File: src/rtl/led_code_scanner.sv
// Multiplexed LED code scanner: shows a captured code table one slice at a time,
// LSB slice first, with optional blank gaps and a fixed or unbounded number of passes.
module led_code_scanner #(
    parameter int TABLE_W = 16,
    parameter int LED_W   = 4,
    parameter int DIV     = 16281,
    parameter int DWELL   = 381,
    parameter int GAP     = 0,
    parameter int PASSES  = 2,
    localparam int unsigned NS = TABLE_W / LED_W,
    localparam int IW = (NS > 1) ? $clog2(NS) : 1
) (
    input  logic               CLK,
    input  logic               nRST,
    input  logic               START,
    input  logic               ABORT,
    input  logic [TABLE_W-1:0] TABLE,
    output logic [LED_W-1:0]   LED_DATA,
    output logic [IW-1:0]      SLICE_IDX,
    output logic               BUSY,
    output logic               DONE
);

    localparam int PW      = $clog2(DIV);
    localparam int CNT_MAX = (DWELL > GAP) ? DWELL : GAP;
    localparam int CW      = (CNT_MAX > 1) ? $clog2(CNT_MAX) : 1;
    localparam int PSW     = (PASSES > 1) ? $clog2(PASSES) : 1;

    localparam logic [PW-1:0]  DIV_LAST   = PW'(DIV - 1);
    localparam logic [CW-1:0]  DWELL_LAST = CW'(DWELL - 1);
    localparam logic [CW-1:0]  GAP_LAST   = CW'((GAP > 0) ? GAP - 1 : 0);
    localparam logic [PSW-1:0] PASS_LAST  = PSW'((PASSES > 0) ? PASSES - 1 : 0);
    localparam logic [IW-1:0]  SLICE_LAST = IW'(NS - 1);

    typedef enum logic [1:0] {IDLE, SHOW, BLANK} state_t;

    state_t             state_q;
    logic [TABLE_W-1:0] shadow_q;
    logic [PW-1:0]      presc_q;
    logic [CW-1:0]      cnt_q;
    logic [IW-1:0]      slice_q;
    logic [PSW-1:0]     pass_q;
    logic [LED_W-1:0]   led_q;
    logic               busy_q;
    logic               done_q;

    logic               tick;
    logic               seg_end;
    logic               wrap;
    logic               run_done;
    logic [IW-1:0]      slice_d;
    logic [LED_W-1:0]   led_d;

    always_comb begin
        tick     = (state_q != IDLE) && (presc_q == DIV_LAST);
        seg_end  = tick && (cnt_q == ((state_q == BLANK) ? GAP_LAST : DWELL_LAST));
        wrap     = (slice_q == SLICE_LAST);
        run_done = wrap && (PASSES != 0) && (pass_q == PASS_LAST);
        slice_d  = wrap ? '0 : slice_q + 1'b1;
        led_d    = '0;
        for (int unsigned i = 0; i < NS; i++) begin
            if (slice_d == IW'(i)) led_d = shadow_q[i*LED_W +: LED_W];
        end
    end

    always_ff @(posedge CLK or negedge nRST) begin
        if (!nRST) begin
            state_q  <= IDLE;
            shadow_q <= '0;
            presc_q  <= '0;
            cnt_q    <= '0;
            slice_q  <= '0;
            pass_q   <= '0;
            led_q    <= '0;
            busy_q   <= 1'b0;
            done_q   <= 1'b0;
        end else begin
            done_q <= 1'b0;
            case (state_q)
                IDLE: begin
                    // ABORT has no meaning here, so START alone decides
                    if (START) begin
                        state_q  <= SHOW;
                        shadow_q <= TABLE;
                        presc_q  <= '0;
                        cnt_q    <= '0;
                        slice_q  <= '0;
                        pass_q   <= '0;
                        led_q    <= TABLE[LED_W-1:0];
                        busy_q   <= 1'b1;
                    end
                end
                default: begin
                    if (ABORT) begin
                        state_q <= IDLE;
                        presc_q <= '0;
                        cnt_q   <= '0;
                        slice_q <= '0;
                        led_q   <= '0;
                        busy_q  <= 1'b0;
                    end else begin
                        presc_q <= tick ? '0 : presc_q + 1'b1;
                        if (seg_end) begin
                            cnt_q <= '0;
                            if (state_q == SHOW && GAP > 0) begin
                                state_q <= BLANK;
                                led_q   <= '0;
                            end else if (run_done) begin
                                state_q <= IDLE;
                                presc_q <= '0;
                                slice_q <= '0;
                                led_q   <= '0;
                                busy_q  <= 1'b0;
                                done_q  <= 1'b1;
                            end else begin
                                state_q <= SHOW;
                                slice_q <= slice_d;
                                led_q   <= led_d;
                                // Unbounded runs leave the pass count parked
                                if (wrap && PASSES != 0) pass_q <= pass_q + 1'b1;
                            end
                        end else if (tick) begin
                            cnt_q <= cnt_q + 1'b1;
                        end
                    end
                end
            endcase
        end
    end

    assign LED_DATA  = led_q;
    assign SLICE_IDX = slice_q;
    assign BUSY      = busy_q;
    assign DONE      = done_q;

endmodule

File: config.mk
export PLATFORM = sky130hd
export DESIGN_NAME = led_code_scanner
export DESIGN_NICKNAME = d
export VERILOG_FILES = /design/src/rtl/led_code_scanner.sv
export SDC_FILE = /design/constraint.sdc
export NUM_CORES = 1
export LEC_CHECK = 0
export ABC_AREA = 1
export BUFFER_PORTS_ARGS = -buffer_cell sky130_fd_sc_hd__buf_2
export CAP_MARGIN = 20
export CELL_PAD_IN_SITES_DETAIL_PLACEMENT = 2
export CELL_PAD_IN_SITES_GLOBAL_PLACEMENT = 2
export CORE_ASPECT_RATIO = 1.1
export CORE_UTILIZATION = 36
export DETAILED_ROUTE_END_ITERATION = 12
export GPL_TIMING_DRIVEN = 0
export PLACE_DENSITY = 0.86
export SYNTH_ARGS = -nofsm -noshare
export SYNTH_HDL_FRONTEND = slang
export SYNTH_SLANG_ARGS = --single-unit
File: constraint.sdc
create_clock -name CLK -period 2.7 [get_ports CLK]
set_clock_uncertainty 0.2 [all_clocks]
set_input_delay 0.54 -clock CLK [delete_from_list [all_inputs] [get_ports CLK]]
set_output_delay 0.54 -clock CLK [all_outputs]
set_load 0.1 [all_outputs]
==> flow_summary.toml, run 1 <==
[synthesis]
synth_top_area_share_pct = 45.8
syn_avg_cell_area_sq_um = 7.53
synth_flop_cell = "dfrtp_1"
synthCells = 356
synthArstFlopShare_pct = 100
netlist_area_sq_um = 2680
synth_seq_area_share_pct = 45.8
synth_most_common_cell = "nand2_1"
yosys.area.top_type = "dfrtp_1"
synth_area_leaders = "dfrtp_1 46%, nand2_1 17%, inv_1 6.2%"
synth.distinct_cells = 28
synth_commonest_cells = "121 x nand2_1, 49 x dfrtp_1, 44 x inv_1"
synth-seq-cells = 49
yosysWarningCount = 0
synth_fp_nets = 384
synth_edf_count = 0

[pwr]
p_seq_share_pct = 46.5
leakage_nw = 1.48
power_density_nw_per_um2 = 648
total_power_mw = 1.98
p_switching_mw = 0.766
p_int_mw = 1.21
clkPwrFrac_pct = 25.3
p_sw_share_pct = 38.7
ir_worst_vdd_v = 0.000266
pwr-share-comb_pct = 28.2

[finish]
final_nets = 419
fill_cells = 845
drive_gt1_share_pct = 13.3
utilization_pct = 42.8
fin_area_sq_um = 3050
diodes = 0
area_growth_pct = 13.8

[sta]
setup_violations = 0
grt_setup_unrepaired = "false"
slew_headroom_pct = 51.7
final_max_slew_viol_count = 0
fin_setup_tns_ns = 0
tightest_slew_ns = 0.724
post-route-min-period_ns = 2.07
final.period_utilization_pct = 76.7
hold_viol = 0
fmax_mhz = 483

[setup_path]
slowest_stage = "nor2_1"
crit_chain = "nor2_1 > inv_2 > clkbuf_1 > nand4_1 > nand2_1 > nor2_1"
crit_path_max_incr_delay_ns = 0.53
cp_max_fo = 10
required_ns = 2.74
crit_buf_inv = 2
path_common_cell = "nor2_1"
critPathKind = "flop to flop"
cp-start-kind = "flop"
critical_path_arrival_ns = 2.11
end_kind = "flop"
crit_family = "simple AND/OR/NAND/NOR gates"

[placed_design]
placed_area_sq_um = 2950
globalplace.congestion = 0.825
numPortBuffers = 27
place_hpwl_microns = 6000

[drt]
avgViaCountPerCell = 5.17
detail-route-antenna-nets = 0
wl_per_cell_microns = 17.3
drtIter0Drc = 45
routed_wl_microns = 8260
vias = 2465
dr.pass1.iters = 4
drc_errors = 0

[floorplanning]
die_x_microns = 84.3
core_sq_um = 7130
io_pins = 28
dieArea_sq_um = 7790
num_rows = 32
start_util_pct = 37.6
fp.dieH_microns = 92.5

[clock_tree]
cts_resized = 0
cts_setup_buffers = 0
cts_buffers = 5
clk_latency_ns = 0.32
htree_levels = 2
cts_buffer_depth = 2
hold_buffers = 0
cts_tree = "yes"
clk_pin_slew_ns = 0.10
clkSinkCount = 49
cts-root-buf = "clkbuf_8"

[worst_hold_path]
hold_path_class = "input port to async pin"

[global_routing]
grt_use_total_pct = 23.2
grt_overflow = 0
antenna_found_initial = 0
grt_max_degree = 29
grt_pass1_wl_microns = 13900
grt_pass1_vias = 2770

[job]
drv_cap = 0

[outcome]
status = "complete, no violations"
[per-layer routing]
layer / routed length [microns] / vias up / global-route usage, %
met3: 149 / 9 / 2.76
met2: 4440 / 29 / 43.9
li1: - / 1193 / -
met5: 0 / - / 0
met4: 104 / 0 / 6.47
met1: 3570 / 1234 / 27.5
[final cells by class]
| cell class | count | area, sq um | area share (%) |
|---|---|---|---|
| plain buffers | 9 | 47.5 | 1.56 |
| clock buffers | 7 | 96.3 | 3.16 |
| clock inverters | 1 | 5.00 | 0.164 |
| inverters | 47 | 176 | 5.78 |
| multi-input cells | 251 | 1230 | 40.3 |
| flip-flops and latches | 49 | 1230 | 40.2 |
| well taps | 85 | 106 | 3.49 |
| repair buffers | 28 | 163 | 5.33 |
[placed cells by master (no fill, tap or decap)]
master    netlist  routed
ha_1            8       8
buf_16          0       1
nand3_1        20      20
o22ai_1         5       5
xnor2_1         1       1
inv_2           2       2
a21oi_1        10      10
buf_4           1       1
nor3_1          3       3
a21boi_0        4       4
inv_1          44      44
dfrtp_1        49      49
o21ai_0        23      23
clkbuf_8        0       7
xor2_1          3       3
nand2_2         2       2
buf_6           1       1
nand2_4         3       3
nand2_1       121     121
o21ai_2         1       1
o21ai_1         7       7
buf_2           2      29
nand4_1         9       9
nand3b_1        2       2
nor2_2          1       1
nor2_4          3       3
clkinv_2        0       1
nor2_1         24      24
clkbuf_1        5       5
o21bai_1        1       1
clkinv_1        1       1
[sequential cells by signal (all words and copies together), names as in the netlist]
name and count:
shadow_q 16, state_q 1, pass_q 1, BUSY 1, cnt_q 9, DONE 1, presc_q 14, SLICE_IDX 2
LED_DATA 4
[worst paths after layout]
check | slack, ns | cells past startpoint | start | end
max | 0.63 | 6 | state_q[0]$_DFFE_PN0P_ | cnt_q[7]$_DFFE_PN0P_
min | 0.07 | 1 | nRST | presc_q[1]$_DFFE_PN0P_
max reg2reg | 0.63 | 6 | state_q[0]$_DFFE_PN0P_ | cnt_q[7]$_DFFE_PN0P_
min reg2reg | 0.29 | 2 | shadow_q[5]$_DFFE_PN0P_ | shadow_q[5]$_DFFE_PN0P_
max in group asynchronous | 1.66 | 2 | nRST | cnt_q[6]$_DFFE_PN0P_
min in group CLK | 0.22 | 3 | TABLE[5] | shadow_q[5]$_DFFE_PN0P_
[cell families after synthesis]
kind of cell	count (synthesis)	share of synthesized area, %
buffers and inverters	56	8.36
AO/OA/AOI/OAI	51	10.4
flip-flops	49	45.8
XOR/XNOR	4	1.31
adder cells (fa/ha/maj)	8	3.73
AND/OR/NAND/NOR	188	30.5
[power groups by stage]
stage | Combinational, mW | Clock [mW] | Sequential (mW)
2_1_floorplan | 0.231 | 0 | 1.08
3_3_place_gp | 0.538 | 0 | 0.926
3_5_place_dp | 0.565 | 0 | 0.933
4_1_cts | 0.570 | 0.514 | 0.920
5_1_grt | 0.616 | 0.530 | 0.933
6_report | 0.558 | 0.499 | 0.919
[stage by stage]
step           hold WS (ns)  instances  setup slack (ns)
2_1_floorplan        0.0444        356             0.448
6_report             0.0661        477             0.629
3_3_place_gp          0.263        468             0.503
5_1_grt               0.100        477             0.442
3_5_place_dp          0.265        469             0.464
4_1_cts              0.0862        477             0.607
Power figures use the tool's default switching activity.
==> inputs of run 2 (changes only) <==
Settings changed: CORE_UTILIZATION 36 to 34, PLACE_DENSITY 0.86 to 0.82.
Clock period 2.7 ns to 2.2 ns, I/O delays scaled along.
==> flow_summary.toml, run 2 (same netlist as run 1, synthesis figures left out) <==
[outcome]
status = "complete, no violations"

[finish]
diodes = 0
drive_gt1_share_pct = 13.7
fin_area_sq_um = 3100
utilization_pct = 41.0
area_growth_pct = 15.5
reg_top3 = "shadow_q (16), presc_q (14), cnt_q (9)"
mostFrequentLayoutCells = "121 x nand2_1, 48 x dfrtp_1, 44 x inv_1"
final_nets = 420
regMostFlops = "shadow_q"
final_common_cell = "nand2_1"
fin_cells = 498
largest_register_ffs = 16

[placed_design]
placed_area_sq_um = 2970
numPortBuffers = 27
place_ws_ns = 0.110
place_hpwl_microns = 5780
globalplace.congestion = 0.819
dp.cells = 489

[setup_path]
crit_chain = "inv_1 > ha_1 > nand2_1 > nand3b_1 > nor2_4 > nand2_4 > nand2_4 > nand2_4 > buf_6 > nand2_1 > nor2_1"
slowest_stage = "dfrtp_1"
end_kind = "flop"
required_ns = 2.21
cp_max_fo = 10
critical_path_arrival_ns = 1.94
cp-start-kind = "flop"
path_common_cell = "nand2_4"
critPathKind = "flop to flop"
crit_path_max_incr_delay_ns = 0.44

[drt]
detail-route-antenna-nets = 0
dr.pass1.iters = 4
avgViaCountPerCell = 4.87
wl_per_cell_microns = 15.3
vias = 2424
drtIter0Drc = 64
routed_wl_microns = 7600
drc_errors = 0

[job]
drv_cap = 0

[pwr]
p_switching_mw = 0.940
ir_worst_vdd_v = 0.000350
pwr-share-comb_pct = 27.4
power_density_nw_per_um2 = 802
p_sw_share_pct = 37.9
clkPwrFrac_pct = 27.3
p_seq_share_pct = 45.3
total_power_mw = 2.48
leakage_nw = 1.48
p_int_mw = 1.54

[sta]
slew_headroom_pct = 65.3
hold_viol = 0
final_max_slew_viol_count = 0
grt_setup_unrepaired = "false"
setup_violations = 0
fin_ws_ns = 0.265
fmax_mhz = 517
post-route-min-period_ns = 1.94
final.period_utilization_pct = 88.0
tightest_slew_ns = 0.520
holdWs_ns = 0.123
fin_setup_tns_ns = 0

[floorplanning]
io_pins = 28
dieArea_sq_um = 8240
fp.dieH_microns = 95.1
core_sq_um = 7560
num_rows = 33
die_x_microns = 86.7
start_util_pct = 35.5

[global_routing]
grt_pass1_wl_microns = 12900
antenna_found_initial = 0
grt_pass1_vias = 2642
grt_overflow = 0
grt_max_degree = 38
grt_use_total_pct = 20.6

[clock_tree]
cts_buffers = 5
clk_pin_slew_ns = 0.10
clkSinkCount = 49
cts_buffer_depth = 2
cts_setup_buffers = 0
cts_tree = "yes"
clk_latency_ns = 0.31
cts-root-buf = "clkbuf_8"
htree_levels = 2

[worst_hold_path]
hold_path_class = "input port to flop"
## run 2: power by group through the flow
stage	clock network (mW)	registers (mW)	logic [mW]
floorplan	0	1.33	0.284
global placement	0	1.14	0.663
detailed placement	0	1.14	0.688
CTS	0.700	1.13	0.696
global route	0.735	1.14	0.752
finish	0.678	1.12	0.680
## run 2: cell type report
| cell class | count | area [sq um] |
|---|---|---|
| Fill cell | 934 | 4460 |
| Multi-Input combinational cell | 251 | 1230 |
| Sequential cell | 49 | 1230 |
| Inverter | 47 | 176 |
| Timing Repair Buffer | 29 | 165 |
| Tap cell | 105 | 131 |
| Clock buffer | 5 | 68.8 |
| Buffer | 9 | 47.5 |
| Clock inverter | 3 | 46.3 |
## run 2: per-layer routing
layer  up-vias  global-route usage, %  routed length (microns)
met1      1201                   24.2                     3310
met4         0                   4.58                       47
met3         4                   2.34                      123
li1       1195                      -                        -
met2        24                   39.9                     4120
met5         -                      0                        0
## run 2: path summary, 6_finish.rpt
| kind | end | slack [ns] | startpoint | cells past startpoint |
|---|---|---|---|---|
| worst max-delay path | cnt_q[6]$_DFFE_PN0P_ | 0.26 | presc_q[0]$_DFFE_PN0P_ | 11 |
| worst min-delay path | shadow_q[9]$_DFFE_PN0P_ | 0.12 | TABLE[9] | 3 |
| worst max register to register | cnt_q[6]$_DFFE_PN0P_ | 0.26 | presc_q[0]$_DFFE_PN0P_ | 11 |
| worst min register to register | BUSY$_DFFE_PN0P_ | 0.28 | BUSY$_DFFE_PN0P_ | 2 |
| max in group asynchronous | SLICE_IDX[0]$_DFFE_PN0P_ | 0.92 | nRST | 3 |
| min in group asynchronous | presc_q[6]$_DFFE_PN0P_ | 0.35 | nRST | 2 |
## run 2: what timing repair did
action	CTS	global route
setup endpoints to repair	0	2
hold buffers	1	0
resized for setup	0	1
endpoints found under the hold margin	12	0
## run 2: critical path: cells and delay by family (launching register included)
kind          cells  cell delay (ns)
fa+ha+maj         1             0.15
buf+inv           2             0.22
flops             1             0.44
simple gates      8             0.82
==> inputs of run 3 (changes only) <==
Settings changed: ABC_AREA 1 to not set, CORE_UTILIZATION 34 to 36, SKIP_CTS_REPAIR_TIMING set to 1.
==> flow_summary.toml, run 3 <==
[drt]
vias = 2536
avgViaCountPerCell = 5.84
detail-route-antenna-nets = 0
dr.pass1.iters = 6
wl_per_cell_microns = 21.1
drtIter0Drc = 137
drc_errors = 0
routed_wl_microns = 9140

[placed_design]
place_ws_ns = -0.510
globalplace.congestion = 0.767
place_hpwl_microns = 5970
numPortBuffers = 27

[outcome]
status = "finished with violations"
violations = "negative setup slack"

[pwr]
p_sw_share_pct = 34.9
ir_worst_vdd_v = 0.000356
total_power_mw = 2.37
p_switching_mw = 0.827
p_seq_share_pct = 45.4
power_density_nw_per_um2 = 710
pwr-share-comb_pct = 24.5
p_int_mw = 1.54
leakage_nw = 1.45
clkPwrFrac_pct = 30.1

[global_routing]
antenna_found_initial = 0
grt_use_total_pct = 23.0
grt_pass1_wl_microns = 14000
grt_max_degree = 28
grt_overflow = 0
grt_pass1_vias = 2709

[sta]
tightest_slew_ns = 0.630
hold_viol = 0
slew_headroom_pct = 58.0
fin_ws_ns = -0.231
fmax_mhz = 411
final_max_slew_viol_count = 0
grt_setup_unrepaired = "true"
final.period_utilization_pct = 110
post-route-min-period_ns = 2.43
holdWs_ns = 0.101
setup_violations = 30

[clock_tree]
cts-root-buf = "clkbuf_8"
clk_pin_slew_ns = 0.10
clkSinkCount = 49
cts_tree = "yes"
clk_latency_ns = 0.32
htree_levels = 2
cts_buffers = 5
cts_buffer_depth = 2

[finish]
largest_register_ffs = 16
regMostFlops = "shadow_q"
final_common_cell = "nand2_1"
drive_gt1_share_pct = 22.9
mostFrequentLayoutCells = "66 x nand2_1, 44 x dfrtp_1, 28 x buf_2"
reg_top3 = "shadow_q (16), presc_q (14), cnt_q (9)"
area_growth_pct = 22.9
final_nets = 376
diodes = 0

[synthesis]
yosys.area.top_type = "dfrtp_1"
synth_flop_cell = "dfrtp_1"
yosysWarningCount = 0
synth-seq-cells = 49
netlist_area_sq_um = 2710
synth_top_area_share_pct = 45.2
synth.distinct_cells = 45
synth_commonest_cells = "68 x nand2_1, 49 x dfrtp_1, 18 x inv_1, 18 x o21ai_0, 17 x a31oi_1"
synthArstFlopShare_pct = 100
syn_avg_cell_area_sq_um = 8.89
synth_area_leaders = "dfrtp_1 45%, nand2_1 9.4%, a31oi_1 3.9%"
synth_edf_count = 0
synth_most_common_cell = "nand2_1"
synth_fp_nets = 333
synthCells = 305
synth_seq_area_share_pct = 45.2

[floorplanning]
dieArea_sq_um = 7890
fp.dieH_microns = 93.0
die_x_microns = 84.8
num_rows = 32
start_util_pct = 37.8
io_pins = 28
core_sq_um = 7170

[worst_hold_path]
whs_path_depth = 3
min-delay-start = "TABLE[12]"
min_to = "shadow_q[12]$_DFFE_PN0P_"
hold_path_class = "input port to flop"

[setup_path]
end_kind = "flop"
critical_path_arrival_ns = 2.42
reg2regPathDepth = 6
r2r-start = "presc_q[6]$_DFFE_PN0P_"
r2r-end = "presc_q[11]$_DFFE_PN0P_"
cp_max_fo = 10
required_ns = 2.19
cp-start-kind = "flop"
reg2reg_slack_ns = -0.23
critPathKind = "flop to flop"

[job]
drv_cap = 0
## run 3: worst max path at each step
stage	startpoint	depth (start not counted)	slack [ns]	endpoint
after floorplan	presc_q[5]$_DFFE_PN0P_	5	-0.10	cnt_q[8]$_DFFE_PN0P_
after global placement	state_q[0]$_DFFE_PN0P_	5	-0.45	LED_DATA[1]$_DFFE_PN0P_
after detailed placement	state_q[0]$_DFFE_PN0P_	5	-0.51	LED_DATA[1]$_DFFE_PN0P_
after CTS	state_q[0]$_DFFE_PN0P_	5	-0.55	LED_DATA[1]$_DFFE_PN0P_
after global routing	presc_q[2]$_DFFE_PN0P_	6	-0.30	presc_q[8]$_DFFE_PN0P_
final	presc_q[6]$_DFFE_PN0P_	6	-0.23	presc_q[11]$_DFFE_PN0P_
## run 3: final cells by class
| type | count | area [sq um] |
|---|---|---|
| inverters | 18 | 67.6 |
| fillers | 786 | 3830 |
| clock buffers | 7 | 86.3 |
| plain buffers | 17 | 90.1 |
| multi-input cells | 219 | 1480 |
| clock inverters | 1 | 30.0 |
| repair buffers | 38 | 245 |
| flip-flops and latches | 49 | 1230 |
| well taps | 85 | 106 |
## run 3: metal layers
metal / wire [microns] / share of wire, % / vias up / global-route usage [%]
met3: 196 / 2.1 / 11 / 3.35
met4: 144 / 1.6 / 0 / 8.33
li1: - / - / 1181 / -
met2: 4910 / 54 / 49 / 41.9
met5: 0 / 0 / - / 0
met1: 3890 / 43 / 1295 / 27.4
## run 3: per-stage QoR
stage / TNS (ns) / instance area (sq um) / cells / utilization [%]
floorplan: -0.265 / 2720 / 305 / -
global placement: -7.28 / 2960 / 417 / 41.3
detailed placement: -9.39 / 2980 / 418 / 41.6
CTS: -10.20 / 3100 / 426 / 43.2
global route: -6.35 / 3330 / 434 / 46.5
finish: -4.22 / 3330 / 434 / 46.5
## run 3: cell families after synthesis
kind of cell | count (synthesis) | synth area share, %
and+or+nand+nor | 130 | 23.8
AOI/OAI and AO/OA | 70 | 17.7
DFF | 49 | 45.2
buffers and inverters | 37 | 5.53
muxes | 9 | 3.37
adders and majority gates | 8 | 3.69
xor gates and xnor gates | 2 | 0.646
## run 3: worst max-delay path: stages (launching register included)
cell	delay (ns)
dfrtp_1	0.42
or4b_4	0.55
or4_4	0.45
buf_6	0.17
buf_4	0.20
a41oi_1	0.25
a31oi_1	0.06
## run 3: power groups by stage
stage | combinational (mW) | clock (mW) | sequential [mW]
floorplan | 0.211 | 0 | 1.24
global placement | 0.513 | 0 | 1.08
detailed placement | 0.534 | 0 | 1.09
CTS | 0.537 | 0.722 | 1.07
global route | 0.633 | 0.748 | 1.09
finish | 0.579 | 0.712 | 1.08
